--- config.mk ---
export PLATFORM = sky130hd
export DESIGN_NAME = if_prefetch_queue
export DESIGN_NICKNAME = d
export VERILOG_FILES = /design/src/rtl/if_prefetch_queue.sv
export SDC_FILE = /design/constraint.sdc
export NUM_CORES = 1
export LEC_CHECK = 0
export CORE_MARGIN = 2
export CORE_UTILIZATION = 23
export CTS_CLUSTER_SIZE = 12
export DETAILED_ROUTE_END_ITERATION = 10
export PLACE_DENSITY = 0.53
export SYNTH_ARGS = -nofsm -noshare
export SYNTH_HDL_FRONTEND = slang
export SYNTH_SLANG_ARGS = --single-unit
--- constraint.sdc ---
create_clock -name clk_i -period 2.7 [get_ports clk_i]
set_input_delay 0.405 -clock clk_i [delete_from_list [all_inputs] [get_ports clk_i]]
set_output_delay 0.405 -clock clk_i [all_outputs]
set_load 0.1 [all_outputs]
--- src/rtl/if_prefetch_queue.sv ---
// ---------------------------------------------------------------------------
// if_prefetch_queue
//
// Instruction fetch stage sitting directly upstream of the IF/ID register.
// Owns the fetch PC (driven out as the instruction memory address), pushes
// each fetched word together with its PC+4 into a small in-order queue, and
// presents the queue head to IF/ID through a valid/stall handshake. A taken
// branch from EX/MEM flushes the queue and restarts fetch at the target.
//
// Parameters
//   DEPTH     queue entries (power of two, >= 2)
//   RESET_PC  fetch PC after reset
//
// Ports
//   clk_i            clock, rising-edge
//   rst_i            asynchronous active-low reset
//   start_i          fetch enable; low freezes fetch PC and pushes
//   imem_addr_o      instruction memory address (= fetch PC)
//   imem_instr_i     instruction word for imem_addr_o, same cycle
//   stall_i          IF/ID cannot accept this cycle
//   redirect_i       taken branch
//   redirect_addr_i  branch target
//   valid_o          head outputs hold a real queued instruction
//   inst_o           head instruction (0 when empty)
//   addr_o           head instruction's PC+4 (0 when empty)
//   count_o          occupied entries
// ---------------------------------------------------------------------------
module if_prefetch_queue #(
  parameter int          DEPTH    = 4,
  parameter logic [31:0] RESET_PC = 32'h0000_0000
) (
  input  logic                           clk_i,
  input  logic                           rst_i,
  input  logic                           start_i,
  output logic [31:0]                    imem_addr_o,
  input  logic [31:0]                    imem_instr_i,
  input  logic                           stall_i,
  input  logic                           redirect_i,
  input  logic [31:0]                    redirect_addr_i,
  output logic                           valid_o,
  output logic [31:0]                    inst_o,
  output logic [31:0]                    addr_o,
  output logic [$clog2(DEPTH+1)-1:0]     count_o
);

  localparam int PW = $clog2(DEPTH);
  localparam int CW = $clog2(DEPTH+1);
  localparam logic [CW-1:0] DEPTH_C = CW'(DEPTH);

  // Queue storage: one {pc+4, instr} pair per entry. Not reset; the head
  // outputs are gated by the occupancy count so stale contents never leak.
  logic [31:0] pc4_mem   [DEPTH];
  logic [31:0] instr_mem [DEPTH];

  logic [31:0]   fpc_reg,    fpc_next;
  logic [PW-1:0] rd_ptr_reg, rd_ptr_next;
  logic [PW-1:0] wr_ptr_reg, wr_ptr_next;
  logic [CW-1:0] count_reg,  count_next;

  logic          head_valid;
  logic          pop;
  logic          push;
  logic [31:0]   fpc_plus4;

  // Target is word aligned; the low two bits are intentionally dropped.
  logic          unused_addr_bits;
  assign unused_addr_bits = ^redirect_addr_i[1:0];

  assign head_valid = (count_reg != '0);
  assign fpc_plus4  = fpc_reg + 32'd4;   // wraps modulo 2^32

  // Redirect kills both push and pop. A full queue may still accept a push
  // when the head leaves in the same cycle.
  assign pop  = head_valid & ~stall_i & ~redirect_i;
  assign push = start_i & ~redirect_i & ((count_reg < DEPTH_C) | pop);

  always_comb begin
    fpc_next    = fpc_reg;
    rd_ptr_next = rd_ptr_reg;
    wr_ptr_next = wr_ptr_reg;
    count_next  = count_reg;

    if (redirect_i) begin
      fpc_next    = {redirect_addr_i[31:2], 2'b00};
      rd_ptr_next = '0;
      wr_ptr_next = '0;
      count_next  = '0;
    end else begin
      if (push) begin
        fpc_next    = fpc_plus4;
        wr_ptr_next = wr_ptr_reg + 1'b1;
      end
      if (pop) begin
        rd_ptr_next = rd_ptr_reg + 1'b1;
      end
      case ({push, pop})
        2'b10:   count_next = count_reg + 1'b1;
        2'b01:   count_next = count_reg - 1'b1;
        default: count_next = count_reg;
      endcase
    end
  end

  always_ff @(posedge clk_i or negedge rst_i) begin
    if (!rst_i) begin
      fpc_reg    <= RESET_PC;
      rd_ptr_reg <= '0;
      wr_ptr_reg <= '0;
      count_reg  <= '0;
    end else begin
      fpc_reg    <= fpc_next;
      rd_ptr_reg <= rd_ptr_next;
      wr_ptr_reg <= wr_ptr_next;
      count_reg  <= count_next;
    end
  end

  always_ff @(posedge clk_i) begin
    if (push) begin
      pc4_mem[wr_ptr_reg]   <= fpc_plus4;
      instr_mem[wr_ptr_reg] <= imem_instr_i;
    end
  end

  // Head outputs come from storage and count only, so there is no
  // combinational path from stall_i, redirect_i or imem_instr_i.
  assign imem_addr_o = fpc_reg;
  assign valid_o     = head_valid;
  assign inst_o      = head_valid ? instr_mem[rd_ptr_reg] : 32'h0;
  assign addr_o      = head_valid ? pc4_mem[rd_ptr_reg]   : 32'h0;
  assign count_o     = count_reg;

endmodule

==> results.md, run 1 <==
- Fin crit share: 97.1%
- Worst-path fanout max: 12
- Syn-to-layout area delta: 38.5%
- Crit start category: register
- P_leak: 5.56 nW
- Clock slew at reported path FFs: 0.06 ns
- Port Buffers: 162
- Total wire length: 32100 um
- Initial antenna violation count: 0
- Worst setup EP type: output pin
- Pre-antenna DRT Iters: 4
- Post-synth EDFFs: 248
- YS warnings: 0
- CTS tree: yes
- DRC viols: 0
- Outcome: complete, no violations
- F_max: 0.382 GHz
- Relative slew margins: 60.5%
- Root Buffer: clkbuf_16
- CP Cell Sequence: buf_4, buf_16, mux4_2, and2_2, buf_12
- Post-Place Setup Slack: 0.357 ns
- Initial Utilization: 23.4%
- Most used DFF post-synth: edfxtp_1
- Vias/cell: 4.38
- Yosys reg bits: 285
- Max Slew Vio Count: 0
- Most frequent cells in the layout: 248 x edfxtp_1, 80 x buf_12, 65 x clkdlybuf4s50_1
- Drt initial violations: 450
- Rows: 83
- Most flops, register: instr_mem
- Final total power: 18.2 mW
- Avg Inst Size Synth: 16.6 um^2
- I/O pin cnt: 169
- Setup TNS Final: 0 ns
- Fin. Hold Viols: 0
- Hold slack: 0.408 ns
- Slowest CP cell: mux4_2
- Worst Skew: 0.0182 ns
- Share of cells above drive strength 1: 30.8%
- CP max stage delay: 0.50 ns
- Global route total overflow: 0
- Routability congestion estimate: 0.788
- Period minus WS final: 2.62 ns
- PnR worst setup slack: 0.0796 ns
- # H-tree levels: 2
- Sink Count: 285
- Ys async rst share: 13.0%
- Die area: 0.0544 mm^2
- Die Wd: 233 um
- Worst hold-check path type: in2async
- Max cap viols: 0
- Largest net degree at the start of global routing: 66
- Register area share after synthesis: 69.3%
- Gr usage total: 11.8%
- Maximum root-to-sink buffer count: 3
- Worst Tran Pin Value: 0.589 ns
- WS Path Type: reg2out
- First-pass GRT wire length: 47000 um
- CP Data Required Time: 2.30 ns
- Worst Path Arrival: 2.22 ns
- Reg2reg path depth: 6
- Core Region: 0.0516 mm^2
- Peak supply drop: 0.573 mV
- Cts bufs inserted: 35
- Final layout net count: 996
- Vias: 7108
- Die height: 233 um
- Post-route ant nets: 0
- Final setup vio count: 0
- Commonest non-fill, non-tap cell in the layout: edfxtp_1
- Synth Instances: 727
- Max reg flops: 128
- Cell area after synthesis: 0.0121 mm^2
- Worst-skew pair later-pin latency: 0.53 ns
- Detail Placement HPWL: 20900 um
- PD cells: 1090 mW/mm^2
- Yosys cell types: 44
- Routed len/inst: 19.8 um
- Vias in the first global route: 7209
- N_diodes: 0
[synthesized netlist by cell type (7+ instances only)]
cell / count / share of area, %
o21ai_0: 18 / 0.75
inv_1: 9 / 0.28
nor4_1: 8 / 0.41
a31oi_1: 15 / 0.78
and2_1: 62 / 3.2
o31ai_1: 10 / 0.62
nand4_1: 11 / 0.57
nand2_1: 36 / 1.1
dfrtp_1: 37 / 7.7
nand3_1: 18 / 0.75
clkbuf_1: 27 / 0.84
buf_4: 7 / 0.44
nor3_1: 14 / 0.58
edfxtp_1: 248 / 62
nor2_1: 28 / 0.87
xnor2_1: 25 / 1.8
or4_1: 13 / 0.81
xor2_1: 17 / 1.2
buf_2: 15 / 0.62
mux4_2: 62 / 12
[area by class of cell]
| type | count | area [um^2] |
|---|---|---|
| timing repair buffer | 203 | 2770 |
| clock inverter | 14 | 196 |
| fill | 4982 | 34900 |
| multi-input combinational | 386 | 3510 |
| inverter | 10 | 37.5 |
| sequential | 285 | 8380 |
| tap | 680 | 851 |
| clock buffer | 46 | 980 |
[routing by layer]
metal,track usage (%),vias to the layer above,share of wire (%)
li1,-,3211,-
met1,16.5,3656,46
met2,18.5,202,46
met3,2.87,39,5.9
met4,2.81,0,1.6
met5,0,-,0
[stage by stage]
step | util, % | instance area, um^2 | cells
floorplan | - | 12100 | 730
global placement | 29.8 | 15400 | 1556
detailed placement | 29.8 | 15400 | 1556
CTS | 32.2 | 16600 | 1620
global route | 32.4 | 16700 | 1624
finish | 32.4 | 16700 | 1624
[repair_timing]
action	4_1_cts	5_1_grt
setup buffers	2	3
hold buffers	1	0
cloned	1	1
pin swaps	0	0
endpoints found under the hold margin	23	0
gates resized for setup	11	4
setup endpoints to repair	36	36
[where the power goes]
part / leakage (nW) / internal (mW) / switching [mW]
clock network: 0.570 / 3.02 / 1.77
registers: 2.69 / 5.05 / 0.180
logic: 2.30 / 2.89 / 5.25
total: 5.56 / 11.0 / 7.20
[critical path, delay by kind of cell (launching register included)]
family,cells,cell delay (ns)
buf+inv,3,0.47
flops,1,0.45
mux,1,0.50
simple gates,1,0.24
[path summary, 6_finish.rpt]
path / start / end / slack, ns
hold / removal: rst_i / imem_addr_o[27] / 0.41
setup / recovery: rd_ptr_reg[0] / addr_o[11] / 0.08
min in group clk_i: redirect_addr_i[25] / imem_addr_o[25] / 0.44
setup reg to reg: imem_addr_o[2] / pc4_mem[3][24] / 0.40
max in group asynchronous: rst_i / imem_addr_o[9] / 1.64
hold reg to reg: wr_ptr_reg[1] / wr_ptr_reg[1] / 0.59
[cell families after synthesis]
group,synth area share (%)
compound gates,2.87
xor+xnor,3.05
fa+ha+maj,0.684
buf+inv,2.21
flops,69.3
mux,11.6
other cells,0.0310
simple gates,10.2
No activity file was read; power rests on OpenSTA's default activity.
==> run 2, diff against run 1 <==
--- a/config.mk
+++ b/config.mk
@@ -6,10 +6,10 @@
 export NUM_CORES = 1
 export LEC_CHECK = 0
 export CORE_MARGIN = 2
-export CORE_UTILIZATION = 23
+export CORE_UTILIZATION = 45
 export CTS_CLUSTER_SIZE = 12
 export DETAILED_ROUTE_END_ITERATION = 10
-export PLACE_DENSITY = 0.53
+export PLACE_DENSITY = 0.81
 export SYNTH_ARGS = -nofsm -noshare
 export SYNTH_HDL_FRONTEND = slang
 export SYNTH_SLANG_ARGS = --single-unit
==> results.md, run 2 (synthesized netlist as in run 1, its figures left out) <==
- Outcome: complete, no violations
- Worst setup EP type: output pin
- Pint: 10.0 mW (-8.8%)
- Placed Cells: 1203 (-23%)
- Reg2reg start: imem_addr_o[3]
- Crit path from: rd_ptr_reg[0]
- Relative slew margins: 38.9% (-22 points)
- Fin. Hold Viols: 0 (unchanged)
- Fillcell total: 1873 (-62%)
- Clock Power Share: 22.7% (-3.7 points)
- Most flops, register: instr_mem
- Worst-skew pair later-pin latency: 0.54 ns (about the same)
- RSZ-0062 raised after global routing: no
- Share of cells above drive strength 1: 28.3% (-2.5 points)
- Sw Share: 40.4% (+0.73 points)
- Rows: 59 (-29%)
- Pre-antenna DRT Iters: 6 (+2)
- Worst Tran Pin Value: 0.917 ns (+0.328 ns)
- Post-route ant nets: 0 (unchanged)
- # hold bufs at CTS: 0 (-1)
- Largest net degree at the start of global routing: 38 (-42%)
- Detail Placement HPWL: 17100 um (-18%)
- Sink Count: 285 (unchanged)
- Crit start category: register
- Worst Skew: 0.00980 ns (-0.00843 ns)
- CTS tree: yes
- Initial antenna violation count: 0 (unchanged)
- CP Data Required Time: 2.30 ns (about the same)
- Global route total overflow: 0 (unchanged)
- Final total power: 16.8 mW (-7.7%)
- Post-layout util: 60.1% (+28 points)
- WS Path Type: reg2out
- Maximum root-to-sink buffer count: 3 (unchanged)
- # H-tree levels: 1 (-1)
- Clock slew at reported path FFs: 0.06 ns (about the same)
- Final cell count without fillers: 1257 (-23%)
- Flop pwr share: 31.1% (+2.3 points)
- Fin crit share: 96.8% (-0.22 points)
- Cts bufs inserted: 30 (-14%)
- PD cells: 1070 mW/mm^2 (-1.9%)
- N_diodes: 0 (unchanged)
- Syn-to-layout area delta: 30.3%
- I/O pin cnt: 169 (unchanged)
- Max reg flops: 128 (unchanged)
- Routed len/inst: 20.4 um (+3.2%)
- DRT met1 WL: 10900 um (-27%)
- Drt initial violations: 653 (+45%)
- Vias: 6982 (-1.8%)
- Psw: 6.77 mW (-5.9%)
- First-pass GRT wire length: 40100 um (-15%)
- FF/Latch Area: 0.00838 mm^2 (about the same)
- P_leak: 5.31 nW (-4.5%)
- Comb pwr share: 46.2% (+1.4 points)
- Routability congestion estimate: 0.909 (+15%)
- Root Buffer: clkbuf_16
- Die area: 0.0282 mm^2 (-48%)
- Met3 WL: 1380 um (-28%)
- Worst hold-check path type: in2async
- WL met2: 12800 um (-14%)
- Top Metal Used: met4
- Vias/cell: 5.55 (+27%)
- Initial Utilization: 46.1% (+23 points)
- Peak supply drop: 0.622 mV (+8.5%)
- Core Region: 0.0262 mm^2 (-49%)
- DRC viols: 0 (unchanged)
- Period minus WS final: 2.61 ns (-0.00604 ns)
- Die height: 168 um (-28%)
- Total wire length: 25600 um (-20%)
- Port Buffers: 162 (unchanged)
- F_max: 0.383 GHz (+0.23%)
- Fin area: 0.0157 mm^2 (-5.9%)
- Vias in the first global route: 7192 (-0.24%)
- Final layout net count: 977 (-1.9%)
- Worst Path Arrival: 2.21 ns (about the same)
- Gr usage total: 18.3% (+6.4 points)
- Area used by multi-input combinational logic: 0.00349 mm^2 (-0.57%)
- Most frequent cells in the layout: 248 x edfxtp_1, 72 x buf_12, 65 x clkdlybuf4s50_1
- Die Wd: 168 um (-28%)
- Commonest non-fill, non-tap cell in the layout: edfxtp_1
- Cell Area, Placed: 0.0148 mm^2 (-3.8%)
- Max cap viols: 0 (unchanged)
- Max Slew Vio Count: 0 (unchanged)
- Final setup vio count: 0 (unchanged)
- Worst-path fanout max: 29 (+17)
## run 2: metrics by stage
step	setup TNS (ns)	hold WS, ns	setup WS (ns)
4_1_cts	0	0.00957	0.0218
3_5_place_dp	0	0.563	0.233
2_1_floorplan	-0.316	0.109	-0.0351
5_1_grt	0	0.0513	0.00316
3_3_place_gp	0	0.556	0.276
6_report	0	0.000244	0.0856
## run 2: area by class of cell
cell class | count | share of cell area [%]
Sequential cell | 285 | 53.3
Multi-Input combinational cell | 386 | 22.2
Timing Repair Buffer | 189 | 15.9
Clock buffer | 44 | 5.37
Tap cell | 335 | 2.66
Clock inverter | 8 | 0.421
Inverter | 10 | 0.239
## run 2: worst max-delay path, cell delays in order (launching register included)
cell and delay, ns:
dfrtp_4 0.49, buf_16 0.25, mux4_2 0.53, and2_1 0.21, buf_12 0.17
## run 2: metal layers
| metal | up-vias | global-route usage [%] |
|---|---|---|
| met5 | - | 0 |
| li1 | 3172 | - |
| met2 | 270 | 31.1 |
| met4 | 0 | 4.61 |
| met3 | 43 | 2.66 |
| met1 | 3497 | 25.0 |
## run 2: path summary, 6_finish.rpt
| kind | end | slack, ns | cells past startpoint |
|---|---|---|---|
| hold reg to reg | wr_ptr_reg[0] | 0.58 | 2 |
| hold / removal | imem_addr_o[30] | 0.0002 | 1 |
| min in group clk_i | imem_addr_o[7] | 0.42 | 3 |
| max in group asynchronous | rd_ptr_reg[0] | 2.02 | 1 |
| setup / recovery | inst_o[23] | 0.09 | 4 |
| setup reg to reg | pc4_mem[2][24] | 0.44 | 6 |
## run 2: timing repair
action / CTS / global route
gates resized for setup: 0 / 4
setup buffers: 2 / 0
cloned: 0 / 0
endpoints found under the setup margin: 52 / 5
pin swaps: 0 / 0
## run 2: power groups by stage
stage	clock (mW)	combinational (mW)	sequential, mW
finish	3.80	7.75	5.22
global placement	0	7.69	5.32
CTS	3.88	7.81	5.22
floorplan	0	4.69	5.65
global route	4.06	8.01	5.25
detailed placement	0	7.75	5.34
==> run 3, diff against run 2 <==
--- a/config.mk
+++ b/config.mk
@@ -6,10 +6,10 @@
 export NUM_CORES = 1
 export LEC_CHECK = 0
 export CORE_MARGIN = 2
-export CORE_UTILIZATION = 45
+export CORE_UTILIZATION = 40
 export CTS_CLUSTER_SIZE = 12
 export DETAILED_ROUTE_END_ITERATION = 10
-export PLACE_DENSITY = 0.81
+export PLACE_DENSITY = 0.75
 export SYNTH_ARGS = -nofsm -noshare
 export SYNTH_HDL_FRONTEND = slang
 export SYNTH_SLANG_ARGS = --single-unit
==> results.md, run 3 (synthesized netlist as in run 1, its figures left out) <==
- Root Buffer: clkbuf_16
- Worst setup EP type: output pin
- Relative slew margins: 40.9% (+2.1 points)
- Post-route ant nets: 0 (unchanged)
- Worst Skew: 0.0111 ns (+0.00134 ns)
- Detail Placement HPWL: 17500 um (+2.4%)
- Worst-path fanout max: 25 (-14%)
- Worst hold-check path type: in2reg
- Largest net degree at the start of global routing: 59 (+55%)
- N_diodes: 0 (unchanged)
- CP Cell Sequence: buf_12, mux4_2, and2_1, buf_12
- Die Wd: 178 um (+5.9%)
- Worst-skew pair later-pin latency: 0.54 ns (about the same)
- Fin. Hold Viols: 0 (unchanged)
- Die area: 0.0316 mm^2 (+12%)
- CTS tree: yes
- Sink Count: 285 (unchanged)
- Pre-antenna DRT Iters: 5 (-1)
- First-pass GRT wire length: 40300 um (+0.50%)
- Syn-to-layout area delta: 32.0%
- Most frequent cells in the layout: 248 x edfxtp_1, 75 x buf_12, 65 x clkdlybuf4s50_1
- CP max stage delay: 0.54 ns (about the same)
- Met3 Track Usage GR: 2.34% (-0.32 points)
- Gr usage total: 16.7% (-1.6 points)
- RSZ-0062 raised after global routing: yes
- Fin crit share: 97.9% (+1.1 points)
- Sw Share: 40.2% (-0.18 points)
- Die height: 178 um (+5.9%)
- Max Slew Vio Count: 0 (unchanged)
- Core Region: 0.0297 mm^2 (+13%)
- Port Buffers: 162 (unchanged)
- Vias: 6992 (+0.14%)
- Rows: 63 (+6.8%)
- P_leak: 5.37 nW (+1.2%)
- Met1 GRT Util: 22.8% (-2.2 points)
- Crit path top cell by count: buf_12
- Routed len/inst: 19.8 um (-3.1%)
- Comb pwr share: 45.8% (-0.4 points)
- Busiest grt layer: met2
- Psw: 6.81 mW (+0.61%)
- Outcome: complete, no violations
- Most flops, register: instr_mem
- Met2 usage: 28.3% (-2.8 points)
- Global route total overflow: 0 (unchanged)
- DRC viols: 0 (unchanged)
- Routability congestion estimate: 0.836 (-8.0%)
- PD cells: 1060 mW/mm^2 (-0.23%)
- Final setup vio count: 0 (unchanged)
- Period minus WS final: 2.64 ns (+0.0298 ns)
- Drt initial violations: 442 (-32%)
- Slowest CP cell: mux4_2
- Vias/cell: 5.28 (-5.0%)
- WS Path Type: reg2out
- F_max: 0.378 GHz (-1.1%)
- Clock Power Share: 23.3% (+0.6 points)
- Hold slack: 0.419 ns (+0.419 ns)
- Maximum root-to-sink buffer count: 3 (unchanged)
- Peak supply drop: 0.569 mV (-8.6%)
- Pint: 10.1 mW (+1.4%)
- Max reg flops: 128 (unchanged)
- CP Data Required Time: 2.30 ns (about the same)
- Share of cells above drive strength 1: 28.7% (+0.36 points)
- Post-layout util: 53.6% (-6.4 points)
- Flop pwr share: 30.9% (-0.2 points)
- Vias in the first global route: 6994 (-2.8%)
- Crit start category: register
- Clock slew at reported path FFs: 0.06 ns (about the same)
- I/O pin cnt: 169 (unchanged)
- Max cap viols: 0 (unchanged)
- Worst Path Arrival: 2.24 ns (+0.03 ns)
- Final layout net count: 987 (+1.0%)
- Commonest non-fill, non-tap cell in the layout: edfxtp_1
- Cts bufs inserted: 30 (unchanged)
- # H-tree levels: 1 (unchanged)
- Initial antenna violation count: 0 (unchanged)
- Worst Tran Pin Value: 0.886 ns (-0.0312 ns)
- Total wire length: 26200 um (+2.2%)
- Initial Utilization: 40.6% (-5.4 points)
- CTS resizes: 0 (unchanged)
run 3: power by group through the flow:
stage	sequential, mW	clock, mW	combinational, mW
floorplan	5.65	0	4.69
global placement	5.36	0	7.74
detailed placement	5.37	0	7.78
CTS	5.24	4.04	7.86
global route	5.26	4.21	8.08
finish	5.23	3.95	7.77
run 3: layout make-up:
class	count	area, um^2
fill	2341	13800
sequential	285	8380
multi-input combinational	386	3480
timing repair buffer	199	2600
clock buffer	48	860
tap	390	488
clock inverter	7	88.8
inverter	10	37.5
run 3: metal layers:
layer | vias up | wire length [um]
met1 | 3502 | 11100
li1 | 3200 | -
met4 | 0 | 509
met2 | 249 | 13000
met3 | 41 | 1570
met5 | - | 0
run 3: critical path: cells and delay by family, from the launching register on:
family                 cells  cell delay, ns
flip-flops                 1            0.51
multiplexers               1            0.54
AND/OR/NAND/NOR            1            0.20
buffers and inverters      2            0.42
run 3: worst paths after layout:
check	end	cells past startpoint	from	slack, ns
setup / recovery	inst_o[31]	4	rd_ptr_reg[0]	0.06
hold / removal	imem_addr_o[10]	3	redirect_addr_i[10]	0.42
setup reg to reg	pc4_mem[1][31]	4	imem_addr_o[19]	0.54
hold reg to reg	wr_ptr_reg[1]	2	wr_ptr_reg[1]	0.58
max in group asynchronous	rd_ptr_reg[1]	2	rst_i	1.51
min in group asynchronous	imem_addr_o[26]	2	rst_i	0.53
run 3: stage by stage:
stage,cell area [um^2],setup WS [ns],total power [mW],cells,TNS (ns)
finish,15900,0.0558,17.0,1325,0
global placement,14900,0.307,13.1,1265,0
CTS,15900,0.00761,17.1,1324,0
global route,15900,-0.0436,17.5,1325,-0.421
floorplan,12100,-0.0351,10.3,730,-0.316
detailed placement,14900,0.320,13.2,1265,0
run 3: timing repair:
| action | 4_1_cts | 5_1_grt |
|---|---|---|
| setup endpoints to repair | 50 | 29 |
| hold endpoints to repair | 34 | 0 |
| buffers inserted | 3 | 1 |
| hold buffers | 1 | 0 |
